===== config.mk =====
export PLATFORM = sky130hd
export DESIGN_NAME = lfsr_count_decoder
export DESIGN_NICKNAME = d
export VERILOG_FILES = /design/src/rtl/lfsr_pkg.sv /design/src/rtl/lfsr_rev_step.sv /design/src/rtl/lfsr_count_decoder.sv
export SDC_FILE = /design/constraint.sdc
export NUM_CORES = 1
export LEC_CHECK = 0
export BUFFER_PORTS_ARGS = -buffer_cell sky130_fd_sc_hd__buf_2
export CORE_MARGIN = 8
export CORE_UTILIZATION = 30
export DETAILED_ROUTE_END_ITERATION = 8
export PLACE_DENSITY = 0.51
export SKIP_CTS_REPAIR_TIMING = 1
export SLEW_MARGIN = 30
export SYNTH_ARGS = -nofsm -noshare
export SYNTH_HDL_FRONTEND = slang
export SYNTH_SLANG_ARGS = --single-unit

===== constraint.sdc =====
create_clock -name CLK -period 3.05 [get_ports CLK]
set_input_delay 0.61 -clock CLK [delete_from_list [all_inputs] [get_ports CLK]]
set_output_delay 0.61 -clock CLK [all_outputs]
set_load 0.1 [all_outputs]

===== src/rtl/lfsr_pkg.sv =====
// Shared LFSR definitions: decoder FSM states, default polynomial, and the
// forward/reverse step functions used by both the encoder and the decoder.
package lfsr_pkg;

    typedef enum logic [1:0] {
        IDLE = 2'd0,
        RUN  = 2'd1,
        DONE = 2'd2
    } fsm_t;

    localparam int         LFSR_W    = 8;
    localparam logic [7:0] LFSR_TAPS = 8'hB8;
    localparam logic [7:0] LFSR_SEED = 8'h01;

    // Functions work on a fixed container width so any W up to MAX_W can share them.
    localparam int MAX_W = 32;

    // next = {s[w-2:0], ^(s & taps)}
    function automatic logic [MAX_W-1:0] lfsr_fwd(input logic [MAX_W-1:0] s,
                                                  input logic [MAX_W-1:0] taps,
                                                  input int               w);
        logic [MAX_W-1:0] n;
        logic             fb;
        n  = '0;
        fb = 1'b0;
        for (int i = 0; i < MAX_W; i++) begin
            if (i < w) fb = fb ^ (s[i] & taps[i]);
        end
        for (int i = 0; i < MAX_W; i++) begin
            if (i < w) n[i] = (i == 0) ? fb : s[i-1];
        end
        return n;
    endfunction

    // Exact inverse of lfsr_fwd; requires taps[w-1] set.
    function automatic logic [MAX_W-1:0] lfsr_rev(input logic [MAX_W-1:0] n,
                                                  input logic [MAX_W-1:0] taps,
                                                  input int               w);
        logic [MAX_W-1:0] p;
        logic             fb;
        p  = '0;
        fb = n[0];
        for (int i = 1; i < MAX_W; i++) begin
            if (i < w) begin
                p[i-1] = n[i];
                fb     = fb ^ (n[i] & taps[i-1]);
            end
        end
        p[w-1] = fb;
        return p;
    endfunction

endpackage


===== src/rtl/lfsr_rev_step.sv =====
// Combinational single reverse step of a W-bit Fibonacci LFSR.
module lfsr_rev_step
    import lfsr_pkg::*;
#(
    parameter int           W    = LFSR_W,
    parameter logic [W-1:0] TAPS = LFSR_TAPS
) (
    input  logic [W-1:0] cur,
    output logic [W-1:0] prev
);

    logic [MAX_W-1:0] full;
    logic             unused_bits;

    assign full        = lfsr_rev(MAX_W'(cur), MAX_W'(TAPS), W);
    assign prev        = full[W-1:0];
    assign unused_bits = ^full;

endmodule


===== src/rtl/lfsr_count_decoder.sv =====
// Converts an LFSR counter state into its binary step count from SEED by
// walking the LFSR backwards one step per clock.
module lfsr_count_decoder
    import lfsr_pkg::*;
#(
    parameter int           W    = LFSR_W,
    parameter logic [W-1:0] TAPS = LFSR_TAPS,
    parameter logic [W-1:0] SEED = LFSR_SEED
) (
    input  logic         CLK,
    input  logic         rstb,
    input  logic         start,
    input  logic [W-1:0] state_in,
    output logic         ready,
    output logic         done,
    output logic         err,
    output logic [W-1:0] count
);

    // Largest legal count (2^W-2); reaching it without hitting SEED means a non-maximal polynomial.
    localparam logic [W-1:0] CNT_LAST = {{(W-1){1'b1}}, 1'b0};

    fsm_t         state;
    logic [W-1:0] cur;
    logic [W-1:0] cnt;
    logic [W-1:0] prev;

    lfsr_rev_step #(
        .W    (W),
        .TAPS (TAPS)
    ) u_rev (
        .cur  (cur),
        .prev (prev)
    );

    assign ready = (state == IDLE);
    assign done  = (state == DONE);

    always_ff @(posedge CLK) begin
        if (rstb) begin
            state <= IDLE;
            cur   <= '0;
            cnt   <= '0;
            count <= '0;
            err   <= 1'b0;
        end else begin
            case (state)
                IDLE: begin
                    if (start) begin
                        cur   <= state_in;
                        cnt   <= '0;
                        err   <= 1'b0;
                        state <= RUN;
                    end
                end
                RUN: begin
                    if (cur == SEED) begin
                        count <= cnt;
                        err   <= 1'b0;
                        state <= DONE;
                    end else if (cur == '0) begin
                        count <= '0;
                        err   <= 1'b1;
                        state <= DONE;
                    end else if (cnt == CNT_LAST) begin
                        count <= '0;
                        err   <= 1'b1;
                        state <= DONE;
                    end else begin
                        cur <= prev;
                        cnt <= cnt + 1'b1;
                    end
                end
                DONE:    state <= IDLE;
                default: state <= IDLE;
            endcase
        end
    end

endmodule


# [Yosys cells after proc, flatten, opt, wreduce, memory -nomap -nowiden]
# Index checks and enable logic that the tools add are counted.
[word_totals] register_bits=27 rom_bits=0 elab_cells=49 latchBits=0 mem_bits_rw=0 mem_count=0 out_inout_bits=11
[classes] n_lt_le_gt_ge=0 n_eq_ne=9 bitwise=3 div_mod_pow=0 shift=0 mux=23 n_reduce_logical=8 add_sub_neg=1 n_mul=0
[op_table] operator="two-way mux 8 bit" count=11
[op_table] operator="case mux 8 bit (2 select lines)" count=2
[op_table] operator="adder 8 x 1 -> 8 bit (second input constant)" count=1
[op_table] operator="equality test 8 x 1 -> 1 bit (second input constant)" count=1
[op_table] operator="equality test 8 bit (second input constant)" count=1
[op_table] operator="logical NOT 8 bit" count=1
[op_table] operator="two-way mux 2 bit" count=4
[op_table] operator="inequality test 2 bit (second input constant)" count=4
[op_table] operator="AND reduction 5 bit" count=1
[op_table] operator="two-way mux 1 bit" count=4
[op_table] operator="inequality test 4 bit (second input constant)" count=1
[op_table] operator="case mux 2 bit (2 select lines)" count=1
[op_table] operator="AND reduction 2 bit" count=2
[op_table] operator="AND reduction 3 bit" count=1
[op_table] operator="nonzero test 3 bit" count=1
[op_table] operator="bitwise XOR 1 bit" count=3
[op_table] operator="equality test 2 x 1 -> 1 bit (second input constant)" count=1
[op_table] operator="equality test 2 bit (second input constant)" count=1
[op_table] operator="logical NOT 2 bit" count=1
[op_table] operator="case mux 1 bit (2 select lines)" count=1
[op_table] operator="nonzero test 2 bit" count=1

# [Depth between registers and ports, before layout]
[depth] depth_word=7 depth_mapped=8

# [Cells and area by module]
# A second synthesis with hierarchy kept.
[unflattened] cells_unflattened=152 area_unflattened_um2=1403.8
[by_module_without_submodules] module="lfsr_count_decoder" area_each_um2=1325.0 cells_per_inst=142 seq_area_each_um2=540.5 n_inst=1
[by_module_without_submodules] module="lfsr_rev_step" area_each_um2=78.8 cells_per_inst=10 seq_area_each_um2=0.0 n_inst=1

# [Worst setup path before layout]
# No wires, ideal clock.
[synth_timing] path_type="register to register" startpoint="register state[0]" endpoint="register err" n_path_buf=1 period_less_slack_ps=2639 required_ps=2922 path_stages_with_launch=6 slack_ps=411 t_arrival_ps=2511 setup_time_ps=128 cell_sequence="dfxtp_1 > nor2_1 > nand2_1 > clkbuf_1 > a32oi_1 > nor2_1"
[synth_between] elab_chain_len=3 elab_cells_between_ends=7
[synth_lines] item="from (decl)" line_no="lfsr_count_decoder.sv:23" text="fsm_t state;"
[synth_lines] item="from (signal assigned)" line_no="lfsr_count_decoder.sv:41" text="state <= IDLE;"
[synth_lines] item="from (signal assigned)" line_no="lfsr_count_decoder.sv:53" text="state <= RUN;"
[synth_lines] item="from (signal assigned)" line_no="lfsr_count_decoder.sv:60" text="state <= DONE;"
[synth_lines] item="logical NOT 2 bit (*)"
[synth_lines] item="named net ready" line_no="lfsr_count_decoder.sv:14" text="output logic ready,"
[synth_lines] item="inequality test 2 bit (no source line) / nonzero test 2 bit (equally long branches)"
[synth_lines] item="AND reduction 3 bit (no source line)"
[synth_lines] item="to (signal assigned)" line_no="lfsr_count_decoder.sv:45" text="err <= 1'b0;"
[synth_lines] item="to (signal assigned)" line_no="lfsr_count_decoder.sv:52" text="err <= 1'b0;"
[synth_lines] item="to (signal assigned)" line_no="lfsr_count_decoder.sv:59" text="err <= 1'b0;"
[synth_lines] item="to (decl)" line_no="lfsr_count_decoder.sv:16" text="output logic err,"
# The timed path passes the listed nets; every way through them passes the cells marked *.
# A chain may end at the register's enable or synchronous reset.

# [Worst setup path after layout]
[layout_timing] startpoint="register state[1]" endpoint="output ready"
[layout_between] elab_chain_len=1
[layout_lines] item="logical NOT 2 bit" line_no="lfsr_count_decoder.sv:36" text="assign ready = (state == IDLE);"
[layout_lines] item="to (decl)" line_no="lfsr_count_decoder.sv:14"
# Every way passes these cells.

==> summary.txt <==
=========================================================================================
Starting density of the core                                                        30.5%
Average wire per standard cell                                                    14.0 um
Share of power burned in combinational logic                                        26.3%
Post-route DRC                                                                          0
Yosys top cell by area                                                            dfxtp_1
Total detailed-routing wirelength                                                 3.02 mm
Worst Hold Margin                                                                0.522 ns
Share of power burned in the clock network                                          24.5%
Maximum buffer depth of the clock tree                                                  2
Netlist area before placement                                                0.00130 sq mm
Critical-path maximum fanout                                                            4
Root buf cell                                                                    clkbuf_8
Proportion of register bits with asynchronous set or reset after synthesis             0%
Main area contributors after synthesis                                       dfxtp_1 42%, nor2_1 9.2%, nor4_2 6.7%
Vias after detailed routing                                                          1114
Final Hold Violating Endpoints                                                          0
Initial antenna violation count                                                         0
Largest clock skew in the final design                                         0.00358 ns
Most used standard cells in the synthesized netlist                          32 x nor2_1, 27 x dfxtp_1, 9 x a22oi_1
Final layout net count                                                                178
Arrival time reported for the critical path endpoint                              1.24 ns
Die Span X                                                                        81.8 um
Worst max-slew margin expressed relative to the limit                               61.8%
Hold/Removal Path Class                                                      flop to flop
Sequential-to-total area share from yosys stat                                      41.6%
Setup repair after global routing missed its margin                                    no
Clock buffer count from CTS                                                             3
Final Setup Violations                                                                  0
Die boundary height                                                               81.8 um
Power per unit of standard cell area                                          571 mW/mm^2
Switching power of the nets                                                      0.288 mW
Nature of the critical path startpoint                                               flop
Highest ir drop seen on vdd                                                      0.327 mV
Routability cong.                                                                   0.787
Post-synth EDFFs                                                                        0
Avg Cell Area, Syn                                                             8.72 sq um
Primary FF master, synth                                                          dfxtp_1
Achievable Freq                                                                   539 MHz
Syn Inst Count                                                                        149
Core ar.                                                                     0.00426 sq mm
Clock transition at the registers of the reported paths                           0.09 ns
Fraction of final layout cells sized beyond drive strength 1                        22.0%
DRT iter0 DRCs                                                                        116
Per-cell via count in the routed design                                              5.16
Number of cell rows                                                                    24
#FFs+latches synth                                                                     27
Number of clock sinks                                                                  27
Result of the run                                                               completed
Max-slew violations                                                                     0
Period utilisation layout                                                           60.8%
Number of iterations in the first detailed-routing pass                                 4
DP HPWL                                                                           2.20 mm
P&R area growth vs syn                                                              11.7%
Largest net degree at the start of global routing                                      29
Post-place setup slack                                                            1.24 ns
Switching part of the total                                                         34.8%
# H-tree levels                                                                         1
Required time at the worst-slack endpoint                                         2.44 ns
Vias in the first global route                                                       1067
Clock tree from TritonCTS                                                            done
Worst Setup End Kind                                                          output port
Fraction of post-synthesis cell area in the top cell type by area                   41.6%
Final antenna diode count                                                               0
Later-pin clock latency in the skew report                                        0.27 ns
Overall track demand over capacity in global routing                                9.80%
Distinct cells, synth                                                                  34
Top-Level Pins                                                                         22
Cell with the most instances after synthesis                                       nor2_1
Worst Tran Pin Value                                                             0.574 ns
Net count after synthesis                                                             162
Post-route ant nets                                                                     0
Die Outline Area                                                             0.00669 sq mm
Period minus WS final                                                             1.85 ns
Final global-route overflow total                                                       0
Design internal power                                                            0.540 mW
Leakage dissipation                                                              0.559 nW
Part of the power in registers                                                      49.2%
Count of input and output buffers                                                      21
Startpoint-to-endpoint class of the critical path                            flop to output port
Final worst setup slack                                                           1.20 ns
Final TNS setup                                                                      0 ns
Count of warnings emitted by yosys                                                      0
Wire length of the first global-routing pass                                      5.10 mm
Max-capacitance violation count                                                         0
=========================================================================================
## layout make-up
class	count	area [sq um]
Fill cell	471	2810
Clock buffer	3	41.3
Clock inverter	1	5.00
Multi-Input combinational cell	109	682
Timing Repair Buffer	21	105
Sequential cell	27	541
Tap cell	52	65.1
Inverter	3	11.3
## cells in the final DEF, fill, tap and decap left out, types with 2 or more instances in the layout
master | Yosys | final
clkbuf_8 | 0 | 3
nand3_1 | 7 | 7
nor2_1 | 32 | 32
dfxtp_1 | 27 | 27
a22oi_1 | 9 | 9
nand2_1 | 6 | 6
and2_1 | 3 | 3
a21oi_1 | 8 | 8
buf_2 | 1 | 21
nor4_1 | 2 | 2
ha_1 | 2 | 2
nor4_2 | 7 | 7
nor3_1 | 8 | 8
nor2b_1 | 2 | 2
inv_1 | 3 | 3
o32ai_1 | 3 | 3
nand2b_1 | 2 | 2
xnor2_1 | 3 | 3
nand4_1 | 3 | 3
## worst paths after layout
path / startpoint / slack (ns) / cells after the start / endpoint
worst max register to register: cnt[0] / 1.23 / 6 / cur[6]
worst min-delay path: cur[7] / 0.52 / 2 / cur[7]
worst min register to register: cur[7] / 0.52 / 2 / cur[7]
worst max-delay path: state[1] / 1.20 / 2 / ready
## cell families (layout without fill, tap and decap cells)
group / after synthesis / count (layout) / share of synthesized area [%]
xor+xnor: 4 / 4 / 2.70
buf+inv: 13 / 28 / 5.88
fa+ha+maj: 2 / 2 / 1.93
compound gates: 27 / 27 / 15.6
flops: 27 / 27 / 41.6
mux: 1 / 1 / 0.771
simple gates: 75 / 75 / 31.5
## metal layers
layer,wire (um),global-route usage [%]
met5,0,0
met2,1350,15.0
met3,204,3.72
met1,1440,12.4
met4,25,3.16
## sequential cells by signal, indices dropped and copies added, names as in the netlist
name	cells
count	8
state	2
err	1
cur	8
cnt	8
## through the flow
step / instance area, sq um / total power, mW / util [%] / cells
2_1_floorplan: 1300 / 0.606 / - / 149
3_3_place_gp: 1400 / 0.631 / 32.9 / 212
3_5_place_dp: 1400 / 0.635 / 32.9 / 212
4_1_cts: 1450 / 0.838 / 34.0 / 216
5_1_grt: 1450 / 0.879 / 34.0 / 216
6_report: 1450 / 0.828 / 34.0 / 216
## power by group through the flow
stage               Clock [mW]  Sequential, mW  Combinational (mW)
floorplan                    0           0.416               0.189
global placement             0           0.415               0.216
detailed placement           0           0.416               0.219
CTS                      0.210           0.408               0.220
global route             0.227           0.413               0.239
finish                   0.203           0.407               0.218
## critical path, cell delays in order (launching register included)
cell     delay (ns)
dfxtp_1        0.35
nor2_1         0.16
buf_2          0.46
Note: power is estimated with default switching activity, not from simulation.
